$ cat config.mk
export PLATFORM = sky130hd
export DESIGN_NAME = mem_port_arbiter
export DESIGN_NICKNAME = d
export VERILOG_FILES = /design/src/rtl/mem_port_arbiter.sv
export SDC_FILE = /design/constraint.sdc
export NUM_CORES = 1
export LEC_CHECK = 0
export ABC_CLOCK_PERIOD_IN_PS = 2300
export BUFFER_PORTS_ARGS = -buffer_cell sky130_fd_sc_hd__buf_2
export CORE_UTILIZATION = 38
export CTS_BUF_LIST = sky130_fd_sc_hd__clkbuf_16
export DETAILED_ROUTE_END_ITERATION = 16
export HOLD_SLACK_MARGIN = 0.08
export PLACE_DENSITY = 0.79
export SYNTH_ARGS = -nofsm -noshare
export SYNTH_HDL_FRONTEND = slang
export SYNTH_SLANG_ARGS = --single-unit
$ cat constraint.sdc
create_clock -name clk -period 2.3 [get_ports clk]
set_input_delay 0.46 -clock clk [delete_from_list [all_inputs] [get_ports clk]]
set_output_delay 0.46 -clock clk [all_outputs]
set_load 0.005 [all_outputs]
$ cat src/rtl/mem_port_arbiter.sv
// Shares the data-memory read/write port between the CPU pipeline and a DMA/debug requester.
// CPU has priority; a saturating wait counter forces a single-cycle steal for a starved DMA request.
module mem_port_arbiter #(
    parameter int MAX_WAIT    = 16,
    parameter int WAIT_W      = 5,
    parameter bit PROTECT_LOW = 1'b1
) (
    input  logic       clk,
    input  logic       reset,
    input  logic       cpu_req,
    input  logic       cpu_pause,
    input  logic [7:0] cpu_readaddr,
    input  logic [7:0] cpu_writeaddr,
    input  logic [7:0] cpu_writedata,
    input  logic       cpu_write_en,
    output logic       cpu_stall,
    output logic [7:0] cpu_readdata,
    input  logic       dma_req,
    input  logic       dma_we,
    input  logic [7:0] dma_addr,
    input  logic [7:0] dma_wdata,
    output logic       dma_gnt,
    output logic       dma_err,
    output logic       dma_rvalid,
    output logic [7:0] dma_rdata,
    output logic [7:0] mem_readaddr,
    output logic [7:0] mem_writeaddr,
    output logic [7:0] mem_writedata,
    output logic       mem_write_en,
    output logic       mem_pause,
    input  logic [7:0] mem_readdata
);

    localparam logic [WAIT_W-1:0] MAX_W = WAIT_W'(MAX_WAIT);

    logic [WAIT_W-1:0] wait_cnt_q, wait_cnt_d;
    logic              last_dma_rd_q, last_dma_rd_d;
    logic              last_cpu_q, last_cpu_d;
    logic [7:0]        cpu_hold_q, cpu_hold_d;
    logic [7:0]        dma_hold_q, dma_hold_d;

    logic dma_prot;
    logic forced;
    logic dma_win;

    always_comb begin
        dma_prot = PROTECT_LOW && dma_req && (dma_addr[7:4] == 4'h0);
        forced   = dma_req && !dma_prot && (wait_cnt_q == MAX_W);
        dma_win  = !reset && (forced || (dma_req && !dma_prot && !cpu_req));

        dma_gnt   = dma_win;
        dma_err   = !reset && dma_prot;
        cpu_stall = dma_win && cpu_req;

        if (dma_win) begin
            mem_readaddr  = dma_addr;
            mem_writeaddr = dma_addr;
            mem_writedata = dma_wdata;
            mem_write_en  = dma_we;
            mem_pause     = 1'b0;
        end else begin
            mem_readaddr  = cpu_readaddr;
            mem_writeaddr = cpu_writeaddr;
            mem_writedata = cpu_writedata;
            mem_write_en  = cpu_write_en && !reset;
            mem_pause     = cpu_pause;
        end

        // Read data lands one cycle after the access; the owner flags say whose it is.
        dma_rvalid   = !reset && last_dma_rd_q;
        dma_rdata    = reset ? 8'h00 : (last_dma_rd_q ? mem_readdata : dma_hold_q);
        cpu_readdata = reset ? 8'h00 : (last_cpu_q ? mem_readdata : cpu_hold_q);

        if (reset || !dma_req || dma_win || dma_prot)
            wait_cnt_d = '0;
        else if (wait_cnt_q == MAX_W)
            wait_cnt_d = wait_cnt_q;
        else
            wait_cnt_d = wait_cnt_q + WAIT_W'(1);

        last_dma_rd_d = dma_win && !dma_we;
        last_cpu_d    = !reset && !dma_win && !cpu_pause;
        cpu_hold_d    = cpu_readdata;
        dma_hold_d    = dma_rdata;
    end

    always_ff @(posedge clk) begin
        wait_cnt_q    <= wait_cnt_d;
        last_dma_rd_q <= last_dma_rd_d;
        last_cpu_q    <= last_cpu_d;
        cpu_hold_q    <= cpu_hold_d;
        dma_hold_q    <= dma_hold_d;
    end

endmodule
After elaboration in Yosys (flattened, before gate mapping)
Index checks and enable logic that the tools add are counted.
- bits in registers: 23
- bits in latches: 0
- memory bits (writable): 0
- bits in read-only memories: 0
- bits of input ports: 55
- output and inout bits: 46
- word-level logic and storage cells: 40
- memories kept: 0
- $add $sub $neg: 1
- multiply operators: 0
- div/mod/pow operators: 0
- $lt $le $gt $ge: 0
- equality and inequality tests: 1
- shift-type cells: 0
- multiplexer cells: 9
- bitwise gates (word level): 0
- reduce and logical (&&, ||, !) cells: 24
- operators with widths (cell ; number):
    $mux W8 ; 7
    $logic_and A1 B1 Y1 ; 12
    $logic_not A1 Y1 ; 7
    $add A5 B1 Y5 const B ; 1
    $eq A5 B5 Y1 const B ; 1
    $logic_not A4 Y1 ; 1
    $logic_or A1 B1 Y1 ; 4
    $mux W1 ; 2

Longest topological paths before layout
Gate-level depths: netlist of run 1.
- word-level depth: 10
- gate-level depth with buffers: 6
- gate-level depth less buffers: 5

Worst setup path before layout of run 1
Ideal clock, no wire load.
- path kind: input -> output
- from: input port dma_req
- to: output port mem_readaddr[4]
- arrival: 1.697 ns
- data required time: 1.840 ns
- setup slack: 0.143 ns
- stages on the path: 4
- path buffers: 1
- cells stage by stage: or2b_2 a211oi_4 buf_6 mux2_2
- cells in the longest elaborated chain, start to end: 7
- elaborated cells on any way between the ends: 8
- classes of those cells: mux (1); reduce/logical (7)
- RTL lines (element ; RTL line ; source):
    start, declared ; 18 ; input logic dma_req,
    $logic_and A1 B1 Y1 ; 47 ; dma_prot = PROTECT_LOW && dma_req && (dma_addr[7:4] == 4'h0);
    $logic_not A1 Y1 ; 48, 49 ;
    $logic_and A1 B1 Y1 (*) ; 48, 49 ;
    $logic_and A1 B1 Y1 (on tied branches) ; 48, 49 ;
    $logic_or A1 B1 Y1 (*) ; 49 ; dma_win = !reset && (forced || (dma_req && !dma_prot && !cpu_req));
    $logic_and A1 B1 Y1 (*) ; 49 ;
    $mux W8 (*) ; 55 ; if (dma_win) begin
    end, declared ; 26 ; output logic [7:0] mem_readaddr,
Mark *: on every way between the ends. The rest lies on a longest branch, timed or not.

Final worst setup path of run 1
- from: register wait_cnt_q[1]
- to: output port mem_readaddr[0]
- cells in the longest elaborated chain, start to end: 5
- RTL lines (element ; RTL line ; source):
    start, declared ; 36 ; logic [WAIT_W-1:0] wait_cnt_q, wait_cnt_d;
    start signal, assigned ; 88 ; wait_cnt_q <= wait_cnt_d;
    $eq A5 B5 Y1 ; 48 ; forced = dma_req && !dma_prot && (wait_cnt_q == MAX_W);
    $logic_and A1 B1 Y1 ; 48 ;
    $logic_or A1 B1 Y1 ; 49 ;
    $logic_and A1 B1 Y1 ; 49 ;
    $mux W8 ; 55 ;
Every way passes these cells.

==> impl_metrics.yaml, run 1 <==
floorplanning:
  fp-row-count: 20
  io_pins: 101
  initial_utilization: 0.402
  core_area_sq_um: 3080
  die_w_um: 59.0
  die_area_sq_um: 3490
  die_y_um: 59.0
global_route:
  grt-ovfl-total: 0
  grt_max_degree: 22
  grt_pass1_wl_um: 6240
  antenna_found_initial: 0
  grt_usage: 0.250
  grt_pass1_vias: 1307
synthesis:
  syn_inst: 118
  ys_ff_latch: 23
  seq_area_frac_synth: 0.372
  synth_nets: 175
  synth_area_per_cell_sq_um: 10.5
  synth_warnings: 0
  synth_area_sq_um: 1240
  netlist-cell-type-count: 23
setup_path:
  timing.critical_path.to_type: "output pin"
  worstSetupStartpointType: "register"
  critPathMaxStageDelay_ns: 0.32
  crit_chain: "inv_2 > ha_4 > nand4bb_4 > a211oi_4 > buf_6 > buf_12 > buf_16 > mux2_4 > buf_6"
  cpLargestDelayFamily: "buffers and inverters"
  critPathMaxFanout: 7
  crit_type: "reg2out"
  cp.required_ns: 1.84
  crit_slowest_cell: "dfxtp_2"
  worst_ep_arrival_time_ns: 1.97
  cpMostUsedCell: "buf_6"
  cp_num_buf_inv: 5
power:
  powerDensity_nw_per_um2: 467
  p_leak_nw: 1.11
  p_total_mw: 1.07
  peakVddDrop_mv: 0.414
detailed_routing:
  remaining_drc_errors: 0
  totalWireLength_um: 4340
  vias: 1309
  post_drt_wl_per_cell_um: 15.9
  vias_per_cell: 4.79
  drtAntennaViolNets: 0
  drtIter0Drc: 44
  drtPass1Iterations: 4
timing:
  slew-limit-headroom: 0.659
  hold_viol_final: 0
  worstMarginPinSlew_ns: 0.511
  fin_crit_sh: 1.06
  max_freq_ghz: 0.411
  rsz0062_at_grt: "true"
  finalSetupViolations: 23
  worst_slack_ns: -0.133
  clock_skew_ns: 0.00220
  layout_min_cycle_time_ns: 2.43
  whs_ns: 0.373
  maxSlewViolCount: 0
finish:
  mostFrequentLayoutCells: "buf_2, buf_6, mux2_4, nor2_1, dfxtp_1"
  layout_commonest_cell: "buf_2"
  utilization: 0.741
  regArea_sq_um: 463
  antenna_cells: 0
  multi_input_comb_area_sq_um: 835
  area_growth_pct: 84.5
  final_cells: 273
  fillers: 212
  finalNetCount: 287
  drive_above_1_share: 0.655
place:
  gp_congestion: 0.790
  hpwl_um: 2600
  placed_cells: 258
  portBuffers: 100
  place_worst_setup_slack_ns: 0.0482
cts:
  cts_tree: "done"
  clock_latency_ns: 0.25
  ctsRootBufferMaster: "clkbuf_16"
  path_clk_slew_ns: 0.06
  clk_path_buf_depth: 2
  postCtsHoldBufs: 0
  htree_num_levels: 1
  cts_sinks: 23
  cts_buffers: 3
status:
  violations: "setup timing"
  status: "finished, violations left"
run:
  cap_violations: 0
worst_hold_path:
  min_path_type: "in2reg"
==> repair_timing <==
item                                   in CTS  in global routing
gates resized for setup                    54                  6
pin swaps                                   2                  0
endpoints found under the hold margin       0                  0
setup endpoints to repair                  24                 26
gates cloned                                3                  0
setup buffers                               8                  1
==> layout make-up <==
class,instances,share of cell area
well taps,44,0.0241
multi-input cells,85,0.366
inverters,4,0.00658
clock inverters,1,0.00219
repair buffers,113,0.365
flip-flops and latches,23,0.203
clock buffers,3,0.0329
==> cell usage after synthesis <==
cell type | n | area share
dfxtp_1 | 23 | 0.37
mux2_2 | 23 | 0.21
nor2_1 | 22 | 0.067
mux2i_1 | 17 | 0.14
clkbuf_1 | 4 | 0.012
inv_1 | 4 | 0.012
nor2b_1 | 4 | 0.020
buf_6 | 2 | 0.018
ha_1 | 2 | 0.020
nand2b_1 | 2 | 0.010
nand3_1 | 2 | 0.0081
xor2_1 | 2 | 0.014
a211oi_1 | 1 | 0.0061
a211oi_4 | 1 | 0.016
and2_1 | 1 | 0.0051
mux2_1 | 1 | 0.0091
nand4_1 | 1 | 0.0051
nand4bb_4 | 1 | 0.022
nor3_1 | 1 | 0.0040
nor4_2 | 1 | 0.010
or2b_2 | 1 | 0.0071
or4_1 | 1 | 0.0061
xnor2_1 | 1 | 0.0071
==> worst reg2reg max path, cell delays in order, from the launching register on <==
cell	delay [ns]
dfxtp_2	0.32
inv_2	0.06
ha_4	0.14
nand4bb_4	0.13
a211oi_4	0.24
buf_6	0.16
buf_12	0.13
buf_6	0.09
buf_4	0.09
nor2b_1	0.11
==> report_power, final <==
| part | switching, mW | internal, mW | total (mW) |
|---|---|---|---|
| Combinational | 0.108 | 0.179 | 0.287 |
| Sequential | 0.00871 | 0.410 | 0.419 |
| Clock | 0.127 | 0.233 | 0.360 |
==> kinds of logic (layout without fill, tap and decap cells) <==
kind of cell | after synthesis | count (layout) | share of synthesized area
AO/OA/AOI/OAI | 2 | 2 | 0.0223
XOR/XNOR | 3 | 3 | 0.0213
adder cells (fa/ha/maj) | 2 | 2 | 0.0202
buffers and inverters | 10 | 121 | 0.0425
flip-flops | 23 | 23 | 0.372
multiplexers | 41 | 41 | 0.356
AND/OR/NAND/NOR | 37 | 37 | 0.165
==> routing by layer <==
layer  routed length (um)  track usage  vias up
li1                     -            -      632
met1                 1710        0.271      589
met2                 2110        0.445       76
met3                  354       0.0677       12
met4                  168        0.126        0
met5                    0            0        -
==> metrics by stage <==
step / area (sq um) / setup TNS (ns)
after floorplan: 1240 / 0
after global placement: 1780 / 0
after detailed placement: 1780 / 0
after CTS: 2270 / -1.56
after global routing: 2280 / -3.57
final: 2280 / -1.82
==> state kept, by name, summed over array words and instances (netlist names) <==
register and cells:
last_cpu_q 1, cpu_hold_q 8, wait_cnt_q 5, last_dma_rd_q 1
dma_hold_q 8
==> final timing paths <==
| kind | start | cells after the start | slack (ns) | end |
|---|---|---|---|---|
| worst max-delay path | wait_cnt_q[1]$_SDFFE_PP0P_ | 9 | -0.13 | mem_readaddr[0] |
| worst min-delay path | dma_we | 2 | 0.37 | last_dma_rd_q$_DFF_P_ |
| worst max register to register | wait_cnt_q[1]$_SDFFE_PP0P_ | 9 | 0.78 | last_dma_rd_q$_DFF_P_ |
| worst min register to register | cpu_hold_q[4]$_DFF_P_ | 2 | 0.50 | cpu_hold_q[4]$_DFF_P_ |
No activity file was read; power rests on OpenSTA's default activity.
==> inputs of run 2 (changes only) <==
--- a/config.mk
+++ b/config.mk
@@ -11,7 +11,8 @@
 export CTS_BUF_LIST = sky130_fd_sc_hd__clkbuf_16
 export DETAILED_ROUTE_END_ITERATION = 16
 export HOLD_SLACK_MARGIN = 0.08
-export PLACE_DENSITY = 0.79
+export PLACE_DENSITY = 0.9
+export SETUP_SLACK_MARGIN = 0.5
 export SYNTH_ARGS = -nofsm -noshare
 export SYNTH_HDL_FRONTEND = slang
 export SYNTH_SLANG_ARGS = --single-unit
==> impl_metrics.yaml, run 2 (synthesis results as in run 1) <==
status:
  status: "finished, violations left"
  violations: "setup timing"
detailed_routing:
  drtPass1Iterations: 4
  remaining_drc_errors: 0
  vias: 1350
  vias_per_cell: 4.91
  drtAntennaViolNets: 0
  totalWireLength_um: 4940
  drtIter0Drc: 56
  post_drt_wl_per_cell_um: 18.0
global_route:
  grt_pass1_wl_um: 6420
  grt_pass1_vias: 1360
  antenna_found_initial: 0
  grt_usage: 0.256
  grt-ovfl-total: 0
  grt_max_degree: 22
power:
  swShare: 0.232
  intPower_uw: 834
  switchingPower_uw: 251
  p_leak_nw: 1.14
  clkPwrFrac: 0.334
  seqPwrFrac: 0.387
  peakVddDrop_mv: 0.386
  combPwrFrac: 0.279
  powerDensity_nw_per_um2: 458
floorplanning:
  io_pins: 101
  die_area_sq_um: 3490
  core_area_sq_um: 3080
  die_y_um: 59.0
  die_w_um: 59.0
  fp-row-count: 20
  initial_utilization: 0.402
timing:
  finalSetupViolations: 26
  whs_ns: 0.367
  fin_crit_sh: 1.06
  maxSlewViolCount: 0
  clock_skew_ns: 0.00510
  worstMarginPinSlew_ns: 0.452
  hold_viol_final: 0
  worst_slack_ns: -0.142
  rsz0062_at_grt: "true"
  layout_min_cycle_time_ns: 2.44
  max_freq_ghz: 0.409
  slew-limit-headroom: 0.697
setup_path:
  cp_num_buf_inv: 4
  cpMostUsedCell: "buf_6"
  critPathMaxFanout: 5
  timing.critical_path.to_type: "output pin"
  cp.required_ns: 1.84
  cpLargestDelayFamily: "buffers and inverters"
  worst_ep_arrival_time_ns: 1.98
  crit_chain: "inv_2 > ha_4 > nand4bb_4 > a211oi_4 > buf_6 > buf_8 > mux2_4 > buf_6"
  critPathMaxStageDelay_ns: 0.32
  crit_slowest_cell: "dfxtp_2"
  crit_type: "reg2out"
  worstSetupStartpointType: "register"
cts:
  htree_num_levels: 1
  ctsRootBufferMaster: "clkbuf_16"
  clock_latency_ns: 0.26
  cts_sinks: 23
  clk_path_buf_depth: 2
  path_clk_slew_ns: 0.06
  cts_tree: "done"
  cts_buffers: 3
  postCtsHoldBufs: 0
finish:
  finalNetCount: 289
  fillers: 205
  area_growth_pct: 91.6
  final_cells: 275
  layout_commonest_cell: "buf_2"
  drive_above_1_share: 0.671
  antenna_cells: 0
  mostFrequentLayoutCells: "buf_2, buf_6, mux2_4, nor2_1, dfxtp_1"
  reg_top3: "cpu_hold_q: 8 flops, dma_hold_q: 8 flops, wait_cnt_q: 5 flops"
  utilization: 0.770
place:
  placed_cells: 259
  gp_congestion: 0.750
  hpwl_um: 2680
  portBuffers: 100
  place_worst_setup_slack_ns: 0.0342
run:
  cap_violations: 0
worst_hold_path:
  min_path_type: "in2reg"
## run 2: cell types whose count changed in the layout (fill, tap and decap cells not counted), sizes merged
cell,before,now
buf,113,115
clkinv,1,0
inv,4,5
## run 2: routing by layer
metal  vias up  part of all wire  wire length, um  global-route usage
met2        55              0.57             2820               0.469
met5         -                 0                0                   0
met4         0             0.040              199               0.136
met3        24             0.042              207              0.0677
met1       642              0.35             1710               0.264
li1        629                 -                -                   -
## run 2: stage by stage
step | setup TNS, ns | area [sq um] | total power [mW]
CTS | -1.27 | 2290 | 1.06
floorplan | 0 | 1280 | 0.520
finish | -3.00 | 2370 | 1.09
global placement | 0 | 1840 | 0.616
detailed placement | 0 | 1840 | 0.624
global route | -3.80 | 2370 | 1.14
## run 2: power by group through the flow
stage	logic [mW]	clock network, mW	registers, mW
floorplan	0.0985	0	0.421
CTS	0.273	0.366	0.419
finish	0.302	0.363	0.420
global placement	0.189	0	0.427
global route	0.317	0.398	0.421
detailed placement	0.196	0	0.428
## run 2: what timing repair did
| item | 4_1_cts | 5_1_grt |
|---|---|---|
| resized for setup | 50 | 16 |
| setup buffers | 6 | 2 |
| cloned | 4 | 0 |
| pin swaps | 3 | 0 |
| setup endpoints to repair | 30 | 37 |
## run 2: worst paths after layout
path         cells past startpoint                     to  slack [ns]                        from
max                              8       mem_writedata[2]       -0.14  wait_cnt_q[0]$_SDFFE_PP0P_
min                              2     last_cpu_q$_DFF_P_        0.37                   cpu_pause
max reg2reg                      9  last_dma_rd_q$_DFF_P_        0.67  wait_cnt_q[0]$_SDFFE_PP0P_
min reg2reg                      2  cpu_hold_q[0]$_DFF_P_        0.50       cpu_hold_q[0]$_DFF_P_
## run 2: final cells by class
type	count	area, sq um	area share
sequential	23	465	0.197
timing repair buffer	115	911	0.385
multi-input combinational	85	843	0.356
clock buffer	3	75.1	0.0317
tap	44	55.1	0.0232
inverter	4	15.0	0.00634
clock inverter	1	3.75	0.00158
## run 2: worst reg2reg max path, cell delays in order (launching register included)
cell and delay (ns):
dfxtp_2 0.32, inv_2 0.07, ha_4 0.14, nand4bb_4 0.14, a211oi_4 0.29, buf_6 0.20
buf_16 0.12, buf_6 0.08, buf_6 0.08, nor2b_1 0.12
==> inputs of run 3 (changes only) <==
--- a/config.mk
+++ b/config.mk
@@ -7,8 +7,8 @@
 export LEC_CHECK = 0
 export ABC_CLOCK_PERIOD_IN_PS = 2300
 export BUFFER_PORTS_ARGS = -buffer_cell sky130_fd_sc_hd__buf_2
+export CORE_ASPECT_RATIO = 1.25
 export CORE_UTILIZATION = 38
-export CTS_BUF_LIST = sky130_fd_sc_hd__clkbuf_16
 export DETAILED_ROUTE_END_ITERATION = 16
 export HOLD_SLACK_MARGIN = 0.08
 export PLACE_DENSITY = 0.9
==> constraint.sdc (replaced) <==
create_clock -name clk -period 2.3 [get_ports clk]
set_input_delay 0.46 -clock clk [delete_from_list [all_inputs] [get_ports clk]]
set_output_delay 0.46 -clock clk [all_outputs]
set_load 0.1 [all_outputs]
==> impl_metrics.yaml, run 3 <==
status:
  status: "did not finish"
  failed_stage: "clock tree synthesis (4_1_cts)"
  firstError: "[ERROR DPL-0038] Utilization greater than 100%, impossible to legalize"
synthesis:
  ys_top_cells_by_count: "dfxtp_1, mux2_2, nor2_1, mux2i_1"
  syn_inst: 118
  synth_edf_count: 0
  synthTopCellsByArea: "dfxtp_1, mux2_2, mux2i_1"
  synth_area_sq_um: 1240
  synth_top_area_frac: 0.372
  ys_ff_latch: 23
  synth_warnings: 0
  yosysTopAreaCell: "dfxtp_1"
  seq_area_frac_synth: 0.372
  synth_flop_cell: "dfxtp_1"
  synth_nets: 175
  async_reset_ff_frac: 0
  synth_area_per_cell_sq_um: 10.5
  netlist-cell-type-count: 23
place:
  hpwl_um: 3540
  portBuffers: 100
  gp_congestion: 0.777
  place_worst_setup_slack_ns: -0.139
cts:
  htree_num_levels: 1
  cts_sinks: 23
  clk_path_buf_depth: 2
  cts_buffers: 3
  postCtsHoldBufs: 0
  post_cts_buffers: 13
  cts-resized-gates: 168
  ctsRootBufferMaster: "clkbuf_4"
floorplanning:
  fp-row-count: 22
  initial_utilization: 0.408
  io_pins: 101
  die_w_um: 53.0
  die_y_um: 65.8
[run 3: cell counts after synthesis]
Identical to the previous run, type by type.
[run 3: logic make-up after synthesis]
family          after synthesis  synth area share
mux                          41             0.356
simple gates                 37             0.165
flops                        23             0.372
buf+inv                      10            0.0425
xor+xnor                      3            0.0213
compound gates                2            0.0223
fa+ha+maj                     2            0.0202
[run 3: per-stage QoR]
stage	setup TNS (ns)	cell area, sq um	hold WS (ns)	cells
floorplan	-0.804	1500	0.430	118
global placement	-1.35	2370	0.496	266
detailed placement	-2.26	2370	0.505	266
==> inputs of run 4 (changes only) <==
==> config.mk (replaced) <==
export PLATFORM = sky130hd
export DESIGN_NAME = mem_port_arbiter
export DESIGN_NICKNAME = d
export VERILOG_FILES = /design/src/rtl/mem_port_arbiter.sv
export SDC_FILE = /design/constraint.sdc
export NUM_CORES = 1
export LEC_CHECK = 0
export ABC_CLOCK_PERIOD_IN_PS = 2300
export BUFFER_PORTS_ARGS = -buffer_cell sky130_fd_sc_hd__buf_2
export CORE_AREA = 2 2 63 65
export DETAILED_ROUTE_END_ITERATION = 16
export DIE_AREA = 0 0 65 67
export PLACE_DENSITY_LB_ADDON = 0.15
export SYNTH_ARGS = -nofsm -noshare
export SYNTH_HDL_FRONTEND = slang
export SYNTH_SLANG_ARGS = --single-unit
==> impl_metrics.yaml, run 4 (synthesis results as in run 1) <==
finish:
  drive_above_1_share: 0.684
  utilization: 0.686
  finalNetCount: 286
  finalInstanceArea_sq_um: 2470
  layout_commonest_cell: "buf_2"
  regArea_sq_um: 463
  antenna_cells: 0
  mostFrequentLayoutCells: "buf_2, buf_12, mux2_4, dfxtp_1, nor2_1"
  fillers: 256
  area_growth_pct: 100
  reg_top3: "cpu_hold_q: 8 flops, dma_hold_q: 8 flops, wait_cnt_q: 5 flops"
  multi_input_comb_area_sq_um: 847
global_route:
  use_met1: 0.196
  grt-ovfl-total: 0
  grt_pass1_wl_um: 5990
  antenna_found_initial: 0
  grt_pass1_vias: 1288
  grt-busiest-layer: "met2"
  grt_max_degree: 22
  grt_usage: 0.181
  grt_use_met2: 0.356
  grt_use_met3: 0.0439
setup_path:
  crit_type: "reg2out"
  worst_ep_arrival_time_ns: 1.97
  critPathMaxFanout: 5
  cp.required_ns: 1.84
  timing.critical_path.to_type: "output pin"
  worstSetupStartpointType: "register"
detailed_routing:
  post_drt_wl_per_cell_um: 14.7
  remaining_drc_errors: 0
  drtPass1Iterations: 4
  drtIter0Drc: 23
  totalWireLength_um: 4050
  vias_per_cell: 4.56
  vias: 1259
  drtAntennaViolNets: 0
timing:
  worstMarginPinSlew_ns: 0.510
  fin_crit_sh: 1.05
  maxSlewViolCount: 0
  slew-limit-headroom: 0.659
  worst_slack_ns: -0.125
  rsz0062_at_grt: "true"
  hold_viol_final: 0
  layout_min_cycle_time_ns: 2.43
  max_freq_ghz: 0.412
  finalSetupViolations: 26
  clock_skew_ns: 0.00422
power:
  seqPwrFrac: 0.314
  swShare: 0.416
  peakVddDrop_mv: 0.456
  p_total_mw: 1.33
  switchingPower_uw: 553
  p_leak_nw: 1.17
  intPower_uw: 778
  clkPwrFrac: 0.177
  combPwrFrac: 0.509
  powerDensity_nw_per_um2: 539
floorplanning:
  die_area_sq_um: 4360
  io_pins: 101
  die_y_um: 67
  die_w_um: 65
  core_area_sq_um: 3610
  fp-row-count: 22
  initial_utilization: 0.343
cts:
  path_clk_slew_ns: 0.08
  cts_tree: "done"
  clock_latency_ns: 0.26
  ctsRootBufferMaster: "clkbuf_8"
  cts_buffers: 3
  htree_num_levels: 1
  clk_path_buf_depth: 2
  postCtsHoldBufs: 0
  cts_sinks: 23
place:
  hpwl_um: 3370
  placed_area_sq_um: 2340
  portBuffers: 100
  gp_congestion: 0.784
run:
  cap_violations: 0
worst_hold_path:
  min_path_type: "in2reg"
status:
  violations: "setup timing"
  status: "finished, violations left"
## run 4: final cells by class
cell class | instances | area share
inverter | 4 | 0.00607
tap | 48 | 0.0243
sequential | 23 | 0.187
multi-input combinational | 85 | 0.343
clock buffer | 3 | 0.0167
timing repair buffer | 112 | 0.421
clock inverter | 1 | 0.00202
## run 4: critical path, stage by stage (launching register included)
cell	delay, ns
dfxtp_2	0.33
inv_2	0.06
ha_4	0.13
nand4bb_4	0.14
a211oi_4	0.25
buf_6	0.15
buf_6	0.13
mux2_4	0.33
buf_12	0.17
## run 4: what timing repair did
item | CTS | global route
pin swaps | 2 | 0
resized for setup | 21 | 0
gates cloned | 1 | 0
setup buffers | 4 | 0
setup endpoints to repair | 26 | 26
## run 4: worst paths after layout
path / slack (ns) / startpoint / endpoint / cells after the start
worst max-delay path: -0.13 / wait_cnt_q[1]$_SDFFE_PP0P_ / mem_readaddr[1] / 8
worst min register to register: 0.50 / cpu_hold_q[0]$_DFF_P_ / cpu_hold_q[0]$_DFF_P_ / 2
worst max register to register: 0.92 / wait_cnt_q[1]$_SDFFE_PP0P_ / last_dma_rd_q$_DFF_P_ / 7
worst min-delay path: 0.36 / cpu_pause / last_cpu_q$_DFF_P_ / 2
## run 4: power by group through the flow
stage	Clock, mW	Sequential, mW	Combinational, mW
final	0.236	0.418	0.677
after detailed placement	0	0.428	0.664
after global routing	0.269	0.420	0.697
after CTS	0.245	0.419	0.682
after floorplan	0	0.422	0.431
after global placement	0	0.427	0.656
## run 4: per-stage QoR
step | setup TNS, ns | setup slack [ns] | std cells | hold WS [ns]
5_1_grt | -4.92 | -0.215 | 276 | 0.350
3_3_place_gp | -0.252 | -0.0324 | 268 | 0.478
4_1_cts | -2.72 | -0.121 | 277 | 0.359
6_report | -2.49 | -0.125 | 276 | 0.364
3_5_place_dp | -0.644 | -0.0696 | 268 | 0.486
2_1_floorplan | -6.71 | -0.349 | 118 | 0.430
## run 4: layer usage
metal / share of wire / wire [um]
met5: 0 / 0
met4: 0.011 / 46
met1: 0.35 / 1420
met2: 0.58 / 2360
met3: 0.054 / 218
